File: src/rtl/adder_pkg.sv
// Shared helpers for adder_pipe: configuration legality, slice width and per-stage control word.
// The sub flag exists only when ADDER_PIPE_SUB_EN is defined.
package adder_pkg;

    function automatic bit cfg_legal(input int width, input int stages);
        return (stages >= 1) && (stages <= width) && ((width % stages) == 0);
    endfunction

    function automatic int slice_w(input int width, input int stages);
        return width / stages;
    endfunction

    // Control word that travels with each operation; operands/sum ride in parallel arrays.
    typedef struct packed {
        logic valid;
        logic carry;
`ifdef ADDER_PIPE_SUB_EN
        logic sub;
`endif
    } op_ctl_t;

endpackage

File: src/rtl/adder_slice.sv
// Combinational W-bit ripple adder from 1-bit full-adder cells; zero latency.
// Also exposes the carry into its MSB so the caller can form signed overflow.
module adder_slice #(
    parameter int W = 8
) (
    input  logic [W-1:0] a,
    input  logic [W-1:0] b,
    input  logic         cin,
    output logic [W-1:0] sum,
    output logic         cout,
    output logic         cmsb
);

    logic [W:0] c;

    assign c[0] = cin;

    for (genvar i = 0; i < W; i++) begin : g_fa
        assign sum[i] = a[i] ^ b[i] ^ c[i];
        assign c[i+1] = (a[i] & b[i]) | (c[i] & (a[i] ^ b[i]));
    end

    assign cout = c[W];
    assign cmsb = c[W-1];

endmodule

File: src/rtl/adder_pipe.sv
// Pipelined WIDTH-bit ripple adder, one SL-bit slice per stage; optional subtract via ADDER_PIPE_SUB_EN.
// Latency: STAGES cycles from acceptance to out_valid; throughput one op per cycle.
// Backpressure: global advance = !out_valid | out_ready freezes every register; in_ready = advance.
module adder_pipe
    import adder_pkg::*;
#(
    parameter int WIDTH  = 32,
    parameter int STAGES = 4
) (
    input  logic             clk,
    input  logic             rst_n,
    input  logic             in_valid,
    output logic             in_ready,
    input  logic [WIDTH-1:0] a,
    input  logic [WIDTH-1:0] b,
    input  logic             cin,
`ifdef ADDER_PIPE_SUB_EN
    input  logic             sub,
`endif
    output logic             out_valid,
    input  logic             out_ready,
    output logic [WIDTH-1:0] sum,
    output logic             cout,
    output logic             ovf
);

    localparam bit CFG_OK = cfg_legal(WIDTH, STAGES);
    localparam int SL     = slice_w(WIDTH, STAGES);

    if (!CFG_OK) begin : g_cfg_check
        $error("adder_pipe: WIDTH must be a multiple of STAGES and STAGES in 1..WIDTH");
    end

    logic adv;

    // Operands are shifted down by SL each stage, so every stage consumes bits [SL-1:0].
    logic [WIDTH-1:0] opa_q [STAGES];
    logic [WIDTH-1:0] opb_q [STAGES];
    logic [WIDTH-1:0] sum_q [STAGES];
    op_ctl_t          ctl_q [STAGES];
    logic             ovf_q;

    logic [WIDTH-1:0] opa_d [STAGES];
    logic [WIDTH-1:0] opb_d [STAGES];
    logic [WIDTH-1:0] sum_d [STAGES];
    op_ctl_t          ctl_d [STAGES];
    logic             ovf_d;

    logic [SL-1:0] sl_a  [STAGES];
    logic [SL-1:0] sl_b  [STAGES];
    logic [SL-1:0] sl_s  [STAGES];
    logic          sl_ci [STAGES];
    logic          sl_co [STAGES];
    logic          sl_cm [STAGES];

    assign adv      = !ctl_q[STAGES-1].valid || out_ready;
    assign in_ready = adv;

    for (genvar k = 0; k < STAGES; k++) begin : g_stage
        logic [WIDTH-1:0] src_a;
        logic [WIDTH-1:0] src_b;
        logic [WIDTH-1:0] src_s;
        logic             src_vld;
        logic             src_c;
        logic [WIDTH-1:0] nsum;
        op_ctl_t          nctl;
`ifdef ADDER_PIPE_SUB_EN
        logic             src_sub;
`endif

        if (k == 0) begin : g_head
            assign src_a   = a;
            assign src_b   = b;
            assign src_s   = '0;
            assign src_vld = in_valid;
`ifdef ADDER_PIPE_SUB_EN
            // a - b - cin == a + ~b + ~cin
            assign src_sub = sub;
            assign src_c   = cin ^ sub;
`else
            assign src_c   = cin;
`endif
        end else begin : g_body
            assign src_a   = opa_q[k-1];
            assign src_b   = opb_q[k-1];
            assign src_s   = sum_q[k-1];
            assign src_vld = ctl_q[k-1].valid;
            assign src_c   = ctl_q[k-1].carry;
`ifdef ADDER_PIPE_SUB_EN
            assign src_sub = ctl_q[k-1].sub;
`endif
        end

        assign sl_a[k]  = src_a[SL-1:0];
        assign sl_ci[k] = src_c;
`ifdef ADDER_PIPE_SUB_EN
        assign sl_b[k]  = src_b[SL-1:0] ^ {SL{src_sub}};
`else
        assign sl_b[k]  = src_b[SL-1:0];
`endif

        adder_slice #(.W(SL)) u_slice (
            .a    (sl_a[k]),
            .b    (sl_b[k]),
            .cin  (sl_ci[k]),
            .sum  (sl_s[k]),
            .cout (sl_co[k]),
            .cmsb (sl_cm[k])
        );

        // New slice enters at the top; after STAGES shifts the sum is aligned.
        always_comb begin
            nsum                = src_s >> SL;
            nsum[WIDTH-1 -: SL] = sl_s[k];
        end

        always_comb begin
            nctl       = '0;
            nctl.valid = src_vld;
            nctl.carry = sl_co[k];
`ifdef ADDER_PIPE_SUB_EN
            nctl.sub   = src_sub;
`endif
        end

        assign opa_d[k] = src_a >> SL;
        assign opb_d[k] = src_b >> SL;
        assign sum_d[k] = nsum;
        assign ctl_d[k] = nctl;
    end

    assign ovf_d = sl_cm[STAGES-1] ^ sl_co[STAGES-1];

    always_ff @(posedge clk or negedge rst_n) begin
        if (!rst_n) begin
            for (int k = 0; k < STAGES; k++) begin
                opa_q[k] <= '0;
                opb_q[k] <= '0;
                sum_q[k] <= '0;
                ctl_q[k] <= '0;
            end
            ovf_q <= 1'b0;
        end else if (adv) begin
            for (int k = 0; k < STAGES; k++) begin
                opa_q[k] <= opa_d[k];
                opb_q[k] <= opb_d[k];
                sum_q[k] <= sum_d[k];
                ctl_q[k] <= ctl_d[k];
            end
            ovf_q <= ovf_d;
        end
    end

    assign out_valid = ctl_q[STAGES-1].valid;
    assign sum       = sum_q[STAGES-1];
    assign cout      = ctl_q[STAGES-1].carry;
    assign ovf       = ovf_q;

endmodule

File: config.mk
export PLATFORM = sky130hd
export DESIGN_NAME = adder_pipe
export DESIGN_NICKNAME = d
export VERILOG_FILES = /design/src/rtl/adder_pkg.sv /design/src/rtl/adder_slice.sv /design/src/rtl/adder_pipe.sv
export SDC_FILE = /design/constraint.sdc
export NUM_CORES = 1
export LEC_CHECK = 0
export CAP_MARGIN = 40
export CORE_UTILIZATION = 45
export CTS_CLUSTER_DIAMETER = 40
export DETAILED_ROUTE_END_ITERATION = 10
export GPL_TIMING_DRIVEN = 0
export PLACE_DENSITY = 0.75
export RECOVER_POWER = 50
export SLEW_MARGIN = 20
export SYNTH_ARGS = -nofsm -noshare
export SYNTH_HDL_FRONTEND = slang
export SYNTH_HIERARCHICAL = 1
export SYNTH_SLANG_ARGS = --single-unit
export TNS_END_PERCENT = 20
File: constraint.sdc
create_clock -name clk -period 7.3 [get_ports clk]
set_clock_uncertainty 0.15 [all_clocks]
set_input_delay 2.19 -clock clk [delete_from_list [all_inputs] [get_ports clk]]
set_output_delay 2.19 -clock clk [all_outputs]
set_load 0.03 [all_outputs]
# After elaboration in Yosys (flattened, before gate mapping)
# Index checks and enable logic that the tools add are counted.
[word_totals]
output_inout_bits = 36
regBits = 185
elab_cells = 182
input_bits = 69
[op_classes]
n_reduce_logical = 2
bitwise = 161
[op_table]
columns = ["op", "count"]
rows = [
  ["1-bit XOR", 65],
  ["1-bit AND", 64],
  ["1-bit bitwise OR", 32],
  ["1-bit logical NOT", 1],
  ["1-bit logical OR", 1],
]

# Logic depth before layout (Yosys ltp)
[depth]
word_depth = 18
mapped_depth = 14
ltp_nobuf = 14

# By module
# The synthesis kept the hierarchy.
[modules_own_cells]
columns = ["module", "cells_each", "seq_area_each_um2", "instances", "area_per_inst_um2"]
rows = [
  ["adder_pipe", 393, 4629.4, 1, 7459.7],
  ["adder_slice", 18, 0.0, 4, 197.7],
]

# Worst setup path after synthesis
# OpenSTA, ideal clock, no wires.
[synth_path]
kind = "input-to-reg"
startpoint = "input port a[0]"
endpoint = "register sum_q (netlist bit g_stage[1].src_s[31])"
n_path_buf = 0
setup_ns = 0.125
slack_ns = 1.779
arrival_time_ns = 5.247
required_time_ns = 7.025
path_stages = 13
cell_sequence = "fa_1 > inv_1 > fa_1 > inv_1 > fa_1 > fa_1 > fa_1 > fa_1 > inv_1 > fa_1 > inv_1 > fa_1 > mux2_2"
[synth_lines]
columns = ["element", "line", "text"]
rows = [
  ["start: declaration", "adder_pipe.sv:14", "input logic [WIDTH-1:0] a,"],
  ["end signal: indexed assignment", "adder_pipe.sv:147", "sum_q[k] <= sum_d[k];"],
  ["end: declaration", "adder_pipe.sv:39", "logic [WIDTH-1:0] sum_q [STAGES];"],
]

# Worst setup path after layout
[layout_path]
startpoint = "input port out_ready"
endpoint = "output port in_ready"
[layout_via]
elab_chain_cells = 1
[layout_lines]
columns = ["element", "line", "text"]
rows = [
  ["start: declaration", "adder_pipe.sv:21", "input logic out_ready,"],
  ["1-bit logical OR", "adder_pipe.sv:56", "assign adv = !ctl_q[STAGES-1].valid || out_ready;"],
  ["end: declaration", "adder_pipe.sv:13", "output logic in_ready,"],
]
# Every way passes these cells.

==> metrics.txt <==
outcome=finished, violations left; failing checks=max-capacitance violations, max-slew violations; Chip Height=137 µm; crit path DAT=4200 ps; die area=0.0189 mm²; sequential area share after synthesis=0.561; number of remaining DRC errors=0; busiest layer in global routing=met2; CTS max path bufs=2; Port-buffer cells=104; Area contributors post-synth=dfrtp_1 56%, mux2_4 25%, fa_1 7.8%; Max IR drop VDD=251 µV; critical path cell sequence=dlygate4sd3_1 -> nand2b_1 -> clkbuf_1 -> buf_6 -> buf_6 -> clkdlybuf4s50_1; CP Buf/Inv Count=5; CTS tree=built; overall power=4.51 mW; via count=4008; largest area contributor in the netlist=dfrtp_1; clock share of power=0.191; Peak Freq=153 MHz; Core ar.=0.0180 mm²; CTS buffer count=17; Seq cells post-synth=185; Routed Antenna Nets=0; Worst-Margin Slew=2440 ps; Via density=4.82; Post-Place Cell Area=0.00961 mm²; Post-layout nets=690; CTS hold repair buffers=0; initial antenna violation count=0; final WL=14600 µm; IO Pins=105; Worst R2R Start=g_stage[3].src_a[0]; PwrDens=446 mW/mm²; Leakage=4.78 nW; most used cell, CP=buf_6; met1 GRT Util=0.222; Hold Path End=out_valid; Worst setup EP type=output port; Final Max Tran Viols=188; Site Rows=49; critical register-to-register path endpoint=ovf; total negative setup slack=0 ps; final worst-path cycle share=0.896; Hold Crit Class=reg -> reg; first-pass GRT wire length=23600 µm; CP Launch Type=input port; Post-Syn Instances=465; grt ovf=0; Design Area, Final=0.0101 mm²; Syn Nets=566; Warnings, synthesis=6; M3 GR Usage=0.0324; depth of the worst hold-timing path=1; initial DRC count=146; Crit path max-delay family=buffers and inverters; clock root cell=clkbuf_16; share of layout cells above drive strength 1=0.389; Critical Path RT=4960 ps; H-tree Lvls=4; max_cap viols=2; Crit path largest cell delay=690 ps; Total GRT Usage=0.171; HP Start=g_stage[3].src_vld; Tmin final=6540 ps; critical path class=in -> out; Switching Fraction=0.322; largest net degree at the start of global routing=102; hpwl dp=10100 µm; clk slew on worst S/H paths=70 ps; Fillers=1389; combinational share of power=0.419; router iterations before antenna repair=4; GR met2 Demand/Resource=0.281; Setup Fix Bufs, Post-CTS=0; final hold vios=0; library cells used by synthesis=10; worst reg-to-reg path cell count=14; r2r setup slk=3180 ps; CTS-repair resized insts=0; Psw=1.45 mW; insertion delay to the later sink of the worst-skew pair=430 ps; final RePlAce weighted congestion=0.739; WL/cell=17.6 µm; RSZ-0062 raised after global routing=false; Inserted Diodes=0; final setup fails=0; crit path max fanout=10; Yosys top cell area share=0.561; Flop pwr share=0.390; CTS Sinks=185; Die Wd=137 µm; Starting Density=0.459; Slowest-stage cell, CP=clkdlybuf4s50_1; syn avg cell area=17.7 µm²; Pint=3.06 mW; area growth from synthesis to final layout=22.5%; Critical Path Stages=6; Synth Cell Area=0.00825 mm²; worst rel slew slack=-0.629; vias in the first global route=4386
==> state kept, by name, indices dropped and copies added, names as in the netlist <==
name	count
ovf	1
g_stage.src_b	48
g_stage.src_vld	3
sum	32
g_stage.src_a	48
out_valid	1
g_stage.src_c	3
cout	1
g_stage.src_s	48
==> cell usage after synthesis <==
master    count
inv_1        40
mux2_2       46
mux2_4      138
buf_6        17
dfrtp_1     185
nand2b_4      1
buf_2         4
xor2_1        1
nand2b_1      1
fa_1         32
==> routing by layer <==
metal | wire, µm | vias to the layer above
li1 | - | 1797
met1 | 6570 | 2127
met2 | 7340 | 70
met3 | 474 | 14
met4 | 210 | 0
met5 | 0 | -
==> layout by cell type, fill, tap and decap left out, types with 5 or more instances in the layout <==
cell | netlist | layout
clkdlybuf4s50_1 | 0 | 102
clkbuf_16 | 0 | 17
inv_1 | 40 | 40
mux2_4 | 138 | 138
fa_1 | 32 | 32
mux2_2 | 46 | 46
clkbuf_1 | 0 | 5
inv_6 | 0 | 7
dfrtp_1 | 185 | 185
buf_6 | 17 | 16
==> per-stage QoR <==
stage	utilization	cells	worst slack [ps]	hold WS [ps]
after floorplan	-	465	1780	280
after global placement	0.533	798	-3330	293
after detailed placement	0.535	799	968	315
after CTS	0.566	831	951	332
after global routing	0.563	831	640	369
final	0.563	831	757	328
==> power by group through the flow <==
stage          clock, mW  sequential (mW)  combinational (mW)
2_1_floorplan          0             1.90                1.22
5_1_grt            0.929             1.82                2.05
3_3_place_gp           0             1.76                1.85
3_5_place_dp           0             1.78                1.91
6_report           0.861             1.76                1.89
4_1_cts            0.887             1.77                1.93
==> cells by family (layout without fill, tap and decap cells) <==
| group | Yosys count | after routing | synth area share |
|---|---|---|---|
| XOR/XNOR | 1 | 1 | 0.00106 |
| AND/OR/NAND/NOR | 2 | 2 | 0.00243 |
| adder cells (fa/ha/maj) | 32 | 32 | 0.0776 |
| multiplexers | 184 | 184 | 0.314 |
| flip-flops | 185 | 185 | 0.561 |
| buffers and inverters | 61 | 198 | 0.0438 |
==> worst register-to-register path, stage by stage (launching register included) <==
cell	delay, ps
dfrtp_1	400
fa_1	420
inv_1	80
fa_1	150
inv_1	50
fa_1	370
fa_1	430
fa_1	440
fa_1	370
inv_1	70
fa_1	160
inv_1	80
fa_1	400
xor2_1	180
mux2_2	260
==> area by class of cell <==
type                            instances  area [µm²]  area share
Timing Repair Buffer                  105        1040       0.103
Sequential cell                       185        4630       0.458
Clock inverter                         13         106      0.0105
Inverter                               40         150      0.0149
Clock buffer                           19         443      0.0438
Tap cell                              229         287      0.0283
Buffer                                 21         200      0.0198
Multi-Input combinational cell        219        3250       0.322
==> how the worst max path moves through the flow <==
stage,startpoint,end,slack (ps)
2_1_floorplan,a[0],g_stage[1].src_s[31],1780
3_3_place_gp,rst_n,sum[0],-3330
3_5_place_dp,out_ready,in_ready,970
4_1_cts,out_ready,in_ready,950
5_1_grt,out_ready,in_ready,640
6_report,out_ready,in_ready,760
Note: power is estimated with default switching activity, not from simulation.
